$ cat src/rtl/ring_counter_pkg.sv
// ============================================================================
// Module      : ring_counter_pkg
// Description : Shared defaults and rotation-direction encoding for the
//               single-hot ring counter.
// Revision    : 1.0 - initial release
// ============================================================================
`default_nettype none

package ring_counter_pkg;

    localparam int                       DEFAULT_WIDTH = 4;
    localparam logic [DEFAULT_WIDTH-1:0] DEFAULT_SEED  = 4'b0001;

    // Rotation direction: left moves the hot bit toward the MSB.
    localparam bit DIR_LEFT  = 1'b0;
    localparam bit DIR_RIGHT = 1'b1;

endpackage : ring_counter_pkg

`default_nettype wire

$ cat src/rtl/ring_counter_onehot_check.sv
// ============================================================================
// Module      : onehot_check
// Description : Combinational one-hot detector; o_valid is high iff exactly
//               one bit of i_data is set.
// Revision    : 1.0 - initial release
// ============================================================================
`default_nettype none

module onehot_check #(
    parameter int WIDTH = 4
) (
    input  logic [WIDTH-1:0] i_data,
    output logic             o_valid
);

    logic w_any;
    logic w_multi;

    // Track "seen a one" and "seen a second one" in a single scan.
    always_comb begin
        w_any   = 1'b0;
        w_multi = 1'b0;
        for (int i = 0; i < WIDTH; i++) begin
            w_multi = w_multi | (w_any & i_data[i]);
            w_any   = w_any | i_data[i];
        end
    end

    assign o_valid = w_any & ~w_multi;

endmodule : onehot_check

`default_nettype wire

$ cat src/rtl/ring_counter.sv
// ============================================================================
// Module      : ring_counter
// Description : Free-running single-hot ring counter with self-recovery from
//               any non-one-hot state back to SEED.
// Revision    : 1.0 - initial release
// ============================================================================
`default_nettype none

module ring_counter
    import ring_counter_pkg::*;
#(
    parameter int               WIDTH = DEFAULT_WIDTH,
    parameter logic [WIDTH-1:0] SEED  = WIDTH'(DEFAULT_SEED),
    parameter bit               DIR   = DIR_LEFT
) (
    input  logic             clk,
    input  logic             reset,
    output logic [WIDTH-1:0] data_out
);

    generate
        if (WIDTH < 2) begin : g_bad_width
            $error("ring_counter: WIDTH must be at least 2");
        end
        if (!$onehot(SEED)) begin : g_bad_seed
            $error("ring_counter: SEED must be one-hot");
        end
    endgenerate

    logic [WIDTH-1:0] r_state;
    logic [WIDTH-1:0] w_rotated;
    logic [WIDTH-1:0] w_next;
    logic             w_state_valid;

    generate
        if (DIR == DIR_LEFT) begin : g_rot_left
            assign w_rotated = {r_state[WIDTH-2:0], r_state[WIDTH-1]};
        end else begin : g_rot_right
            assign w_rotated = {r_state[0], r_state[WIDTH-1:1]};
        end
    endgenerate

    onehot_check #(
        .WIDTH (WIDTH)
    ) u_onehot_check (
        .i_data  (r_state),
        .o_valid (w_state_valid)
    );

    // An illegal state is replaced by SEED on the next edge instead of rotating.
    assign w_next = w_state_valid ? w_rotated : SEED;

    always_ff @(posedge clk or negedge reset) begin
        if (!reset) begin
            r_state <= SEED;
        end else begin
            r_state <= w_next;
        end
    end

    assign data_out = r_state;

endmodule : ring_counter

`default_nettype wire

$ cat config.mk
export PLATFORM = sky130hd
export DESIGN_NAME = ring_counter
export DESIGN_NICKNAME = d
export VERILOG_FILES = /design/src/rtl/ring_counter_pkg.sv /design/src/rtl/ring_counter_onehot_check.sv /design/src/rtl/ring_counter.sv
export SDC_FILE = /design/constraint.sdc
export NUM_CORES = 1
export LEC_CHECK = 0
export ABC_AREA = 1
export CORE_AREA = 3 3 40 42
export DETAILED_ROUTE_END_ITERATION = 10
export DIE_AREA = 0 0 43 45
export GPL_TIMING_DRIVEN = 0
export PLACE_DENSITY = 0.43
export REMOVE_ABC_BUFFERS = 1
export SLEW_MARGIN = 20
export SYNTH_ARGS = -nofsm -noshare
export SYNTH_HDL_FRONTEND = slang
export SYNTH_SLANG_ARGS = --single-unit
$ cat constraint.sdc
create_clock -name clk -period 1.5 [get_ports clk]
set_clock_uncertainty 0.05 [all_clocks]
set_input_delay 0.3 -clock clk [delete_from_list [all_inputs] [get_ports clk]]
set_output_delay 0.3 -clock clk [all_outputs]
set_load 0.03 [all_outputs]
**After elaboration in Yosys (flattened, before gate mapping)**

Index checks and enable logic that the tools add are counted.

- Register bits: 4

- Bitwise gates (word level): 10
- Multiplexer cells: 1

Operators by type and width:

| cell | number |
|---|---|
| bitwise OR 1 bit | 5 |
| AND 1 bit | 4 |
| two-way mux 4 bit | 1 |
| inverter 1 bit | 1 |

**Depth between registers and ports, before layout**

- Word-level depth: 7
- Depth in mapped cells: 3
- Mapped depth without buffers: 3

**Modules after synthesis**

A second synthesis with hierarchy kept.

- Cells, all modules: 26
- Area, all modules: 185.2 µm²

Modules (own cells, without submodules):

| module | seq. area each (µm²) | instances | cells an instance | area an instance (µm²) |
|---|---|---|---|---|
| ring_counter | 101.3 | 1 | 12 | 131.4 |
| onehot_check | 0.0 | 1 | 14 | 53.8 |

**Least setup slack after synthesis**

No wires, ideal clock.

- Kind: register to register
- Start point: register r_state[0] (netlist: data_out[0])
- End point: register r_state[2] (netlist: data_out[2])
- Period minus slack after synthesis: 0.979 ns
- Path slack: 0.521 ns
- Arrival: 0.813 ns
- Library setup time: 0.116 ns
- Buffers on the path: 0
- Stages on the path, launching flop included: 4
- Data required time: 1.334 ns
- Path through: dfstp_2 -> inv_1 -> nand4_1 -> inv_1

- Cells in the longest elaborated chain, start to end: 7
- Elaborated cells between the ends (all ways): 11
- Those cells by class: mux (1); bitwise (10)

RTL lines:

| what | RTL line | text |
|---|---|---|
| from (decl) | ring_counter.sv:30 | `logic [WIDTH-1:0] r_state;` |
| from (signal assigned) | ring_counter.sv:57 | `r_state <= w_next;` |
| bitwise OR 1 bit | ring_counter_onehot_check.sv:25 | `w_any = w_any \| i_data[i];` |
| AND 1 bit / bitwise OR 1 bit (equally long branches) | ring_counter_onehot_check.sv:24, ring_counter_onehot_check.sv:25 |  |
| bitwise OR 1 bit / AND 1 bit (equally long branches) | ring_counter_onehot_check.sv:24 | `w_multi = w_multi \| (w_any & i_data[i]);` |
| bitwise OR 1 bit | ring_counter_onehot_check.sv:24 |  |
| inverter 1 bit | ring_counter_onehot_check.sv:29 | `assign o_valid = w_any & ~w_multi;` |
| AND 1 bit (*) | ring_counter_onehot_check.sv:29 |  |
| two-way mux 4 bit (*) | ring_counter.sv:51 | `assign w_next = w_state_valid ? w_rotated : SEED;` |
| net w_next[2] | ring_counter.sv:32 | `logic [WIDTH-1:0] w_next;` |

Mark *: on every way through the listed nets, which the timed path passes. The rest lies on a longest branch.

**Final worst setup path**

- Start point: register r_state[0] (netlist: data_out[0])
- End point: output data_out[0]

RTL lines:

| what | RTL line | text |
|---|---|---|
| to (decl) | ring_counter.sv:18 | `output logic [WIDTH-1:0] data_out` |

No word-level cell between the ends.

==> results.txt <==
The run finished with clean final reports. The tools report the maximum clock insertion buffer count as 2. The total placed cells including tap cells was 39. In this run the remaining antenna-violating nets after routing total 0. The signal on the critical path passes through clkdlybuf4s15_2. The fraction of power consumed by combinational cells was 1.6%; the top-level I/O count was 6. The post-synthesis xor/xnor area fraction was 0%; the number of antenna diodes was 0.

The pin slew with the least headroom to its limit came out at 310 ps. Number of synthesized register bits: 4. Among all stages on the critical path, the largest delay is contributed by dfstp_2. The required time at the endpoint of the critical path is 1150 ps. The clock latency on the worst-skew pair came out at 230 ps. For this run the aggregate overflow at the end of global routing stands at 0. Of the total power, the clock network draws 56.5%. For the count of pins over their slew limit, the log shows 0. TritonCTS built the clock tree.

Across every metal layer, demand over resource in global routing totals 4.93%. Average size of a mapped cell: 8.89 um2. The first detailed-routing pass took 4 iterations. The compound-cell area share of the yosys netlist came out at 2.96%.

The tools report the number of buffers created by CTS as 3. The clock tree root driver cell is clkbuf_4. By area, the combinational part of the netlist is dominated by simple AND/OR/NAND/NOR gates. The run gives 1280 um2 as the core footprint. The detailed router finished its first iteration with 10 violations. The floorplan step set the die width to 43 um. Most common library cell in the layout ignoring fill and taps: inv_1. Of the total power, the share spent switching nets is 18.6%. The height of the die was 45 um; the number of vias per cell was 3.40.

Multiplexer cells account for 0% of the synthesized area. Broken down by cell family, the worst path's largest delay share belongs to flip-flops. The tools report the arrival time reported for the critical path endpoint as 1100 ps.

The HPWL reported at the end of detailed placement is 260 um, and the fraction of the mapped netlist area in simple logic gates is 21.5%. After detailed routing, the average wire length per cell comes to 8.19 um. The post-route netlist has 17.9% of its cells at a drive strength greater than 1. The tools report the final critical-path setup slack as 47.6 ps. The worst-case IR drop observed on VDD is 511 uV.

On the worst path, the slowest cell contributes a delay of 560 ps. The number of different library cells used by synthesis comes to 7. The area growth from synthesis to layout is 54.8%.

The buffer and inverter count on the worst path is 1. The Yosys step of the flow raised 0 warnings. STA classifies the critical path startpoint as a flop. The placer's final routability congestion estimate was 0.667; the total internal power was 0.211 mW. Setup repair after global routing left no endpoint under its margin. The maximum clock frequency was 0.689 GHz; the share of the clock period used by the worst path was 96.8%. The die covers 1940 um2. The non-filler instance count after layout was 43. After routing the design area is 262 um2. The run gives 1 as the depth of the CTS H-tree.

The via count of the first global-routing pass was 164; the logic depth of the worst path, buffers included was 1. Buffers placed on the I/O ports in this run total 5. The power density normalized to cell area was 991 nW/um2. The mapped netlist covers 169 um2.

Once the clock tree was built, the setup fixing pass inserted 0 buffers. Leaving out fill and tap cells, the most frequent cells in the layout are inv_1, nand4_1, clkbuf_4, dfrtp_1, dlygate4sd2_1. The routed via count is 146. The first global-routing pass estimated 627 um of wire. After detailed routing, the total wire length is 352 um. Along the worst path, the maximum fanout reaches 6. Total power for the finished layout comes to 0.259 mW. The analysis attributes to cell leakage a power of 0.151 nW. Counting cells, the worst reg-to-reg path comes to 3. STA classifies the critical path endpoint as an output port.

The worst path needs 1450 ps of the cycle, external delays included. After clock tree synthesis, the clock-pin slew on the worst setup and hold paths is 40 ps. For the number of instances in the synthesized netlist, the log shows 19. For the number of cell rows, the log shows 13.

After synthesis, flip-flops and latches occupy 60.0% of the total area. The logs give 0 for the number of failing hold endpoints at the final stage and 0 for the number of setup violations in the final report. Of the total power, registers draw 41.9%.

Of the total synthesized cell area, the portion taken by full adders, half adders and majority gates is 0%. The largest net degree at the start of global routing was 7; the relative max-transition margin was 79.4%. For the max-cap check violation count, the log shows 0. The start-to-end type of the worst setup path is reg2out.

The final-layout setup total negative slack came out at 0 ps. For the post-layout net count, the log shows 31. The remaining routing DRC violations came out at 0.

The tools report the placed cell area as 238 um2. The number of flip-flops under the largest register name is 4. Switching power summed over all nets: 0.0483 mW. The run gives 0 as the number of antenna violations at the first check in global routing. The min-delay analysis places its worst path in the category in2async. The number of sinks driven by the clock tree is 4, and the effective utilization at floorplan is 13.1%. The run gives -77.0 ps as the worst setup slack after placement.
-- per-layer routing --
metal / track usage (%) / vias to the layer above / routed length [um]
met2: 5.69 / 11 / 118
met3: 3.98 / 0 / 45
li1: - / 76 / -
met1: 5.12 / 59 / 188
met4: 5.42 / 0 / 0
met5: 0 / - / 0
-- cells in the mapped netlist --
| master | n | area, um2 |
|---|---|---|
| o21ai_1 | 1 | 5.00 |
| dfstp_2 | 1 | 26.3 |
| dfrtp_1 | 3 | 75.1 |
| nand2_1 | 2 | 7.51 |
| inv_1 | 7 | 26.3 |
| nand4_1 | 4 | 25.0 |
| nor2_1 | 1 | 3.75 |
-- cell type report --
type / instances / area, um2
Inverter: 7 / 26.3
Multi-Input combinational cell: 8 / 41.3
Fill cell: 146 / 1020
Sequential cell: 4 / 101
Clock buffer: 4 / 26.3
Tap cell: 15 / 18.8
Timing Repair Buffer: 5 / 47.5
-- stage by stage --
stage               util, %  hold WS (ps)
floorplan                 -         -45.6
global placement       18.5           454
detailed placement     18.5           466
CTS                    20.4           209
global route           20.4           219
finish                 20.4           214
-- power groups by stage --
| stage | registers (mW) | logic, mW | clock network [mW] |
|---|---|---|---|
| after global routing | 0.108 | 0.00467 | 0.160 |
| after detailed placement | 0.110 | 0.00437 | 0 |
| after floorplan | 0.110 | 0.0000000493 | 0 |
| after CTS | 0.109 | 0.00437 | 0.156 |
| after global placement | 0.110 | 0.00406 | 0 |
| final | 0.109 | 0.00417 | 0.146 |
-- path summary, 6_finish.rpt --
check                      slack (ps)   startpoint     endpoint
max                                50  data_out[0]  data_out[0]
min                               210        reset  data_out[3]
max reg2reg                       600  data_out[0]  data_out[2]
min reg2reg                       490  data_out[3]  data_out[0]
max in group asynchronous         950        reset  data_out[0]
min in group clk                  490  data_out[3]  data_out[0]
-- cells by family (layout without fill, tap and decap cells) --
kind of cell,Yosys count,in the layout
simple gates,7,7
buf+inv,7,16
flops,4,4
compound gates,1,1
-- repair_timing --
| item | CTS | global route |
|---|---|---|
| resized for setup | 6 | 0 |
| setup endpoints to repair | 4 | 0 |
| hold buffers | 0 | 0 |
Power figures use the tool's default switching activity.
